==> config.mk <==
export PLATFORM = sky130hd
export DESIGN_NAME = mem_arbiter
export DESIGN_NICKNAME = d
export VERILOG_FILES = /design/src/rtl/mem_arbiter.sv
export SDC_FILE = /design/constraint.sdc
export NUM_CORES = 1
export LEC_CHECK = 0
export BUFFER_PORTS_ARGS = -buffer_cell sky130_fd_sc_hd__buf_4
export CAP_MARGIN = 0
export CORE_ASPECT_RATIO = 0.7
export CORE_UTILIZATION = 29
export DETAILED_ROUTE_END_ITERATION = 10
export SYNTH_ARGS = -nofsm -noshare
export SYNTH_HDL_FRONTEND = slang
export SYNTH_SLANG_ARGS = --single-unit
==> constraint.sdc <==
create_clock -name clk -period 2.08 [get_ports clk]
set_clock_uncertainty 0.1 [all_clocks]
set_input_delay 0.312 -clock clk [delete_from_list [all_inputs] [get_ports clk]]
set_output_delay 0.312 -clock clk [all_outputs]
set_load 0.02 [all_outputs]
==> src/rtl/mem_arbiter.sv <==
// Two-requester round-robin arbiter for a single-port memory.
// Each access takes IDLE->GRANT->ACCESS->DONE; the winner's request is latched at grant.
module mem_arbiter #(
    parameter int AWIDTH = 5,
    parameter int DWIDTH = 8
) (
    input  logic              clk,
    input  logic              rst,
    input  logic              req0,
    input  logic              req1,
    input  logic              we0,
    input  logic              we1,
    input  logic [AWIDTH-1:0] addr0,
    input  logic [AWIDTH-1:0] addr1,
    input  logic [DWIDTH-1:0] wdata0,
    input  logic [DWIDTH-1:0] wdata1,
    output logic              gnt0,
    output logic              gnt1,
    output logic              ack0,
    output logic              ack1,
    output logic [DWIDTH-1:0] rdata,
    output logic [AWIDTH-1:0] mem_addr,
    output logic [DWIDTH-1:0] mem_wdata,
    output logic              mem_de,
    output logic              mem_rd,
    output logic              mem_wr,
    input  logic [DWIDTH-1:0] mem_rdata,
    output logic              busy
);

    typedef enum logic [1:0] {IDLE, GRANT, ACCESS, DONE} state_t;

    state_t            state;
    state_t            next_state;
    logic              owner;
    logic              last_served;
    logic              winner;
    logic              lat_we;
    logic [AWIDTH-1:0] lat_addr;
    logic [DWIDTH-1:0] lat_wdata;

    // Under contention the requester not served last wins; a lone request always wins.
    always_comb begin
        winner = 1'b0;
        if (req0 && req1) begin
            winner = ~last_served;
        end else if (req1) begin
            winner = 1'b1;
        end
    end

    always_ff @(posedge clk or negedge rst) begin
        if (!rst) begin
            state <= IDLE;
        end else begin
            state <= next_state;
        end
    end

    // Outputs decode only registered state, so an async reset clears them at once.
    always_comb begin
        next_state = state;
        busy       = (state != IDLE);
        gnt0       = 1'b0;
        gnt1       = 1'b0;
        ack0       = 1'b0;
        ack1       = 1'b0;
        mem_addr   = '0;
        mem_wdata  = lat_wdata;
        mem_de     = 1'b0;
        mem_rd     = 1'b0;
        mem_wr     = 1'b0;
        if (state != IDLE) begin
            gnt0     = ~owner;
            gnt1     = owner;
            mem_addr = lat_addr;
        end
        case (state)
            IDLE: begin
                if (req0 || req1) begin
                    next_state = GRANT;
                end
            end
            GRANT: begin
                next_state = ACCESS;
            end
            ACCESS: begin
                next_state = DONE;
                mem_wr     = lat_we;
                mem_de     = lat_we;
                mem_rd     = ~lat_we;
            end
            DONE: begin
                next_state = IDLE;
                ack0       = ~owner;
                ack1       = owner;
            end
            default: begin
                next_state = IDLE;
            end
        endcase
    end

    always_ff @(posedge clk or negedge rst) begin
        if (!rst) begin
            owner       <= 1'b0;
            last_served <= 1'b1;
            lat_we      <= 1'b0;
            lat_addr    <= '0;
            lat_wdata   <= '0;
            rdata       <= '0;
        end else begin
            if (state == IDLE && (req0 || req1)) begin
                owner     <= winner;
                lat_we    <= winner ? we1 : we0;
                lat_addr  <= winner ? addr1 : addr0;
                lat_wdata <= winner ? wdata1 : wdata0;
            end
            if (state == ACCESS && !lat_we) begin
                rdata <= mem_rdata;
            end
            if (state == DONE) begin
                last_served <= owner;
            end
        end
    end

endmodule

## Word-level counts from Yosys, hierarchy flattened

Cells that the tools add are included.

- Reductions and logical operators: 7
- Equality and inequality tests: 4
- Muxes and demuxes: 14
- Bitwise operators: 3

Operator list:

| cell | count |
|---|---|
| two-way mux 5 bit | 2 |
| two-way mux 1 bit | 9 |
| two-way mux 8 bit | 1 |
| case mux 2 bit (4 select lines) | 1 |
| equality test 2 bit, second input constant | 2 |
| logical AND 1 bit | 3 |
| inverter 1 bit | 3 |
| equality test 2 x 1 -> 1 bit, second input constant | 1 |
| logical NOT 2 bit | 1 |
| two-way mux 2 bit | 1 |
| inequality test 2 bit, second input constant | 1 |
| nonzero test 2 bit | 1 |
| logical NOT 1 bit | 1 |
| logical OR 1 bit | 1 |

- Word-level logic and storage cells: 35
- Flip-flop bits (word level): 26
- Output and inout bits: 29

## Depth between registers and ports, before layout

Gate-level depths: netlist of run 1.

- Depth after elaboration: 3
- Mapped depth: 6
- Depth with buffers taken out: 5

## Worst setup path after synthesis of run 1

OpenSTA, ideal clock, no wires.

- Path kind: register to register
- Start: register state[0]
- End: register rdata[0]
- Path slack: 512 ps
- Required time: 1855 ps
- Cell stages (with the launch flop): 6
- Buffers on the path: 1
- Arrival: 1343 ps
- Period minus slack after synthesis: 1568 ps
- Cell sequence: dfrtp_1 > inv_1 > ha_1 > nor2b_1 > buf_2 > mux2_2

- Longest elaborated chain between the ends: 2

RTL lines:

| what | RTL line | RTL |
|---|---|---|
| start: declaration | 33 | `state_t state;` |
| start signal: assignment | 56 | `state <= next_state;` |
| equality test 2 bit | 119 | `if (state == ACCESS && !lat_we) begin` |
| logical AND 1 bit | 119 |  |
| end signal: assignment | 120 | `rdata <= mem_rdata;` |
| end: declaration | 21 | `output logic [DWIDTH-1:0] rdata,` |

No other way between the ends.
A chain may end at the register's enable or synchronous reset.

## Worst setup path in the final report of run 1

- Start: register state[0]
- End: output mem_rd

- Longest elaborated chain between the ends: 2

RTL lines:

| what | RTL line | RTL |
|---|---|---|
| equality test 2 bit | 78 | `case (state)` |
| two-way mux 1 bit | 78 |  |
| end: declaration | 25 | `output logic mem_rd,` |

No other way between the ends.

==> out/qor.yml, run 1 <==
sta:
  min_period_over_period_pct: 94.80
  finalHoldViolations: 0
  maxSlewViolCount: 0
  tightestPinTransition_ns: 0.6450
  fin_setup_tns_ns: 0
  setup_violations: 0
  max-slew-margin-rel_pct: 56.99
  fmax_mhz: 507.1
  grt_setup_unrepaired: "no"
  min_period_ns: 1.972
placement:
  place.gp.congestion: 0.7763
  io_buffers: 68
  dp_hpwl_mm: 2.495
worst_setup_path:
  path_depth: 5
  slowest_delay_ns: 0.39
  rrSetupSlack_ns: 0.40
  worstPathRequired_ns: 1.67
  cp_slowest_cell: "dfrtp_1"
  worst-path-buf-inv: 3
  r2r_start: "state[0]"
  critPathTopFamily: "buffers and inverters"
  critPathArrivalTime_ns: 1.56
  start_kind: "flop"
  path_common_cell: "buf_4"
  path_cells: "inv_1 > ha_1 > nor2b_1 > buf_4 > buf_4"
  r2r_cells: 5
  r2r_end: "rdata[6]"
  cp-startpoint: "state[0]"
  crit_path_max_fanout: 9
  end_kind: "output pin"
  critPathKind: "reg -> out"
grt:
  grt_max_degree: 27
  grt_pass1_vias: 1122
  grt_use_total_pct: 15.38
  grt_pass1_wl_mm: 5.326
  overflow: 0
  antenna_found_initial: 0
synth:
  synth_warnings: 0
  synth_cell_types: 19
  synth_seq_cells: 26
  synthCells: 126
  avgSynthCellArea_sq_um: 9.940
  ys_seq_area_share_pct: 52.05
  synth_fp_nets: 170
  syn_area_sq_um: 1252
floorplanning:
  rows: 19
  ios: 69
  core-area_sq_um: 4018
  die_area_sq_um: 4590
  die_y_um: 56.99
  chipWidth_um: 80.55
  initial_utilization_pct: 31.17
run_status:
  outcome: "complete, no violations"
power_and_ir_drop:
  sw_frac_of_total_pct: 40.81
  p_switching_mw: 1.236
  p_leak_nw: 0.9139
  clockPowerShare_pct: 14.0
  comb_power_share_pct: 55.2
  pwr-share-seq_pct: 30.9
  vdd_drop_max_mv: 0.6432
  p_int_mw: 1.793
  power.density_nw_per_um2: 1617
clock_tree:
  clock-sinks: 26
  cts_resized: 0
  clockRootBuffer: "clkbuf_8"
  cts_max_path_buffers: 2
  cts_tree: "done"
  postCtsHoldBufs: 1
  cts_setup_buffers: 0
  cts.htree.levels: 1
  cts_buffers: 3
  clk_pin_slew_ns: 0.09
  clkLatencyLatePin_ns: 0.27
cells_and_area:
  area_growth_pct: 49.55
  final_core_utilization_pct: 46.62
  layout.area.seq_sq_um: 651.9
  finalNetCount: 239
  multiInputGateArea_sq_um: 545.5
  fillers: 389
  final_cell_mix: "69 x buf_4, 28 x a21oi_1, 25 x dfrtp_1"
  antenna_cells: 0
  mostFrequentLayoutCell: "buf_4"
  drive_gt1_share_pct: 44.85
route:
  drcViolationCount: 0
  drt-pass1-iter-count: 4
  ant_nets: 0
  wl_mm: 3.299
  drt-initial-drc-count: 25
  wl_per_cell_um: 13.41
  viasPerCell: 4.565
  via_count: 1123
worst_hold_path:
  min_path_cells: 2
  whs_endpoint: "rdata[3]"
  hold_path.class: "in -> reg"
  min_from: "mem_rdata[3]"
job:
  maxCapViolations: 0
## cell type report
cell class	instances	area share (%)
clock inverter	1	1.603
tap	52	3.474
inverter	3	0.6012
timing repair buffer	70	28.19
multi-input combinational	91	29.12
sequential	26	34.80
clock buffer	3	2.204
## cell families after synthesis
group                      after synthesis  synth area share [%]
AOI/OAI and AO/OA                       34                 15.68
adders and majority gates                4                 3.996
buffers and inverters                    9                 4.395
DFF                                     26                 52.05
muxes                                   10                 8.991
and+or+nand+nor                         43                 14.89
## per-layer routing
| layer | vias up | global-route usage (%) | part of all wire (%) |
|---|---|---|---|
| met4 | 0 | 4.337 | 1.3 |
| met2 | 40 | 24.70 | 47 |
| li1 | 554 | - | - |
| met5 | - | 0 | 0 |
| met1 | 523 | 19.37 | 45 |
| met3 | 6 | 5.920 | 7.1 |
## metrics by stage
step           cell area, sq um  hold WS, ns  power [mW]  worst slack, ns  instances
6_report                   1873       0.1634       3.029           0.1082        246
5_1_grt                    1873       0.1543       3.240          0.01458        246
4_1_cts                    1873       0.1577       3.057           0.1263        246
3_5_place_dp               1792       0.1460       2.627           0.3851        241
3_3_place_gp               1792       0.1430       2.588           0.4967        241
2_1_floorplan              1252     -0.08359       1.959           0.5121        126
## power by group through the flow
| stage | logic, mW | registers, mW | clock network (mW) |
|---|---|---|---|
| finish | 1.67 | 0.935 | 0.423 |
| global route | 1.81 | 0.977 | 0.453 |
| CTS | 1.69 | 0.934 | 0.434 |
| detailed placement | 1.69 | 0.938 | 0 |
| global placement | 1.66 | 0.932 | 0 |
| floorplan | 0.849 | 1.11 | 0 |
## flip-flops by register name, indices dropped and copies added (netlist names)
register	cells
mem_wdata	8
lat_we	1
state	2
lat_addr	5
rdata	8
last_served	1
owner	1
## cells in the mapped netlist
cell type	number	area, sq um
a21oi_1	28	140.1
dfrtp_1	25	625.6
nor2_1	17	63.81
nand2_1	16	60.06
mux2_2	10	112.6
nor2b_1	8	50.05
ha_1	4	50.05
buf_4	3	22.52
inv_1	3	11.26
and2_1	2	12.51
buf_2	2	10.01
a21bo_2	1	10.01
a21boi_4	1	18.77
a31oi_1	1	6.260
buf_6	1	11.26
dfstp_2	1	26.28
o21a_1	1	7.510
o21ai_0	1	5.000
o21ai_2	1	8.760
## worst max-delay path by stage
stage,end,slack (ns)
2_1_floorplan,rdata[0],0.51
3_3_place_gp,mem_rd,0.50
3_5_place_dp,mem_wdata[3],0.39
4_1_cts,mem_rd,0.13
5_1_grt,mem_rd,0.01
6_report,mem_rd,0.11
(Power assumes the default switching activity.)
==> run 2, diff against run 1 <==
--- a/config.mk
+++ b/config.mk
@@ -8,8 +8,10 @@
 export BUFFER_PORTS_ARGS = -buffer_cell sky130_fd_sc_hd__buf_4
 export CAP_MARGIN = 0
 export CORE_ASPECT_RATIO = 0.7
-export CORE_UTILIZATION = 29
+export CORE_UTILIZATION = 35
 export DETAILED_ROUTE_END_ITERATION = 10
+export GPL_ROUTABILITY_DRIVEN = 0
+export PLACE_DENSITY = 0.65
 export SYNTH_ARGS = -nofsm -noshare
 export SYNTH_HDL_FRONTEND = slang
 export SYNTH_SLANG_ARGS = --single-unit
==> out/qor.yml, run 2 (same netlist as run 1, synthesis figures left out) <==
floorplanning:
  initial_utilization_pct: 38.24  # +7.1 points
  chipWidth_um: 73.50  # -8.7%
  die_area_sq_um: 3826  # -17%
  rows: 17  # -2
  die_y_um: 52.05  # -8.7%
  ios: 69  # unchanged
  core-area_sq_um: 3276  # -18%
clock_tree:
  cts_max_path_buffers: 2  # unchanged
  cts_buffers: 3  # unchanged
  cts_resized: 0  # unchanged
  clock-sinks: 26  # unchanged
  cts_tree: "done"
  cts_setup_buffers: 0  # unchanged
  cts.htree.levels: 1  # unchanged
  clockRootBuffer: "clkbuf_8"
  postCtsHoldBufs: 1  # unchanged
  clk_pin_slew_ns: 0.09  # about the same
  clkLatencyLatePin_ns: 0.27  # about the same
cells_and_area:
  area_growth_pct: 47.75
  mostFrequentLayoutCell: "buf_4"
  post-route-cell-area_sq_um: 1851  # -1.2%
  drive_gt1_share_pct: 44.85  # unchanged
  finalNetCount: 239  # unchanged
  final_cell_mix: "69 x buf_4, 28 x a21oi_1, 25 x dfrtp_1"
  antenna_cells: 0  # unchanged
worst_hold_path:
  hold_path.class: "in -> reg"
sta:
  max-slew-margin-rel_pct: 58.87  # +1.9 points
  hold_slack_ns: 0.1674  # +0.003943 ns
  min_period_over_period_pct: 89.87  # -4.9 points
  fin_setup_tns_ns: 0  # unchanged
  setup_violations: 0  # unchanged
  fmax_mhz: 535.0  # +5.5%
  finalHoldViolations: 0  # unchanged
  tightestPinTransition_ns: 0.6169  # -0.02813 ns
  setup_ws_ns: 0.2108  # +0.1026 ns
  maxSlewViolCount: 0  # unchanged
  grt_setup_unrepaired: "no"
  min_period_ns: 1.869  # -0.1026 ns
placement:
  dpl_worst_slack_ns: 0.3709  # -0.01420 ns
  io_buffers: 68  # unchanged
  dp_hpwl_mm: 2.370  # -5.0%
  place_area_sq_um: 1785  # -0.35%
route:
  wl_per_cell_um: 12.81  # -4.5%
  via_count: 1136  # +1.2%
  ant_nets: 0  # unchanged
  drt-initial-drc-count: 32  # +28%
  viasPerCell: 4.714  # +3.3%
  drt-pass1-iter-count: 4  # unchanged
  wl_mm: 3.088  # -6.4%
  drcViolationCount: 0  # unchanged
worst_setup_path:
  critPathArrivalTime_ns: 1.46  # -0.10 ns
  worstPathRequired_ns: 1.67  # about the same
  slowest_delay_ns: 0.39  # about the same
  end_kind: "output pin"
  cp_slowest_cell: "dfrtp_1"
  path_common_cell: "buf_4"
  crit_path_max_fanout: 9  # unchanged
  start_kind: "flop"
  path_cells: "inv_1 > ha_1 > nor2b_1 > buf_4 > buf_4"
  critPathKind: "reg -> out"
job:
  maxCapViolations: 0  # unchanged
grt:
  grt_use_total_pct: 17.51  # +2.1 points
  grt_pass1_vias: 1132  # +0.89%
  antenna_found_initial: 0  # unchanged
  overflow: 0  # unchanged
  grt_max_degree: 27  # unchanged
  grt_pass1_wl_mm: 4.968  # -6.7%
power_and_ir_drop:
  power.density_nw_per_um2: 1585  # -2.0%
  p_leak_nw: 0.9069  # -0.76%
  vdd_drop_max_mv: 0.7299  # +13%
  power_mw: 2.932  # -3.2%
run_status:
  outcome: "complete, no violations"
## run 2: power by group
part           internal, mW  total, mW  switching (mW)
sequential            0.776      0.932           0.157
clock                 0.169      0.324           0.155
combinational         0.760       1.68           0.916
total                  1.71       2.93            1.23
## run 2: critical path: cells and delay by family, from the launching register on
family	cells	cell delay (ns)
buffers and inverters	3	0.46
flip-flops	1	0.39
adder cells (fa/ha/maj)	1	0.21
AND/OR/NAND/NOR	1	0.14
## run 2: layout make-up
class	count	area (sq um)
clock buffer	4	55.05
inverter	3	11.26
sequential	26	651.9
tap	47	58.81
fill	316	1425
timing repair buffer	70	528.0
multi-input combinational	91	545.5
## run 2: metal layers
layer	vias to the layer above	GRT usage (%)	routed length, um
li1	557	-	-
met1	528	20.39	1287
met2	49	30.73	1482
met3	2	6.589	304
met4	0	3.846	13
met5	-	0	0
## run 2: final timing paths
path,slack [ns],cells past startpoint,from,end
max,0.21,5,state[0],mem_rd
min in group asynchronous,0.38,2,rst,rdata[3]
max in group asynchronous,1.20,2,rst,last_served
max reg2reg,0.36,5,state[0],lat_addr[0]
min reg2reg,0.41,1,rdata[1],rdata[1]
min,0.17,2,mem_rdata[1],rdata[1]
## run 2: through the flow
step,utilization (%),instances
2_1_floorplan,-,126
3_3_place_gp,54.51,236
3_5_place_dp,54.51,236
4_1_cts,56.49,241
5_1_grt,56.49,241
6_report,56.49,241
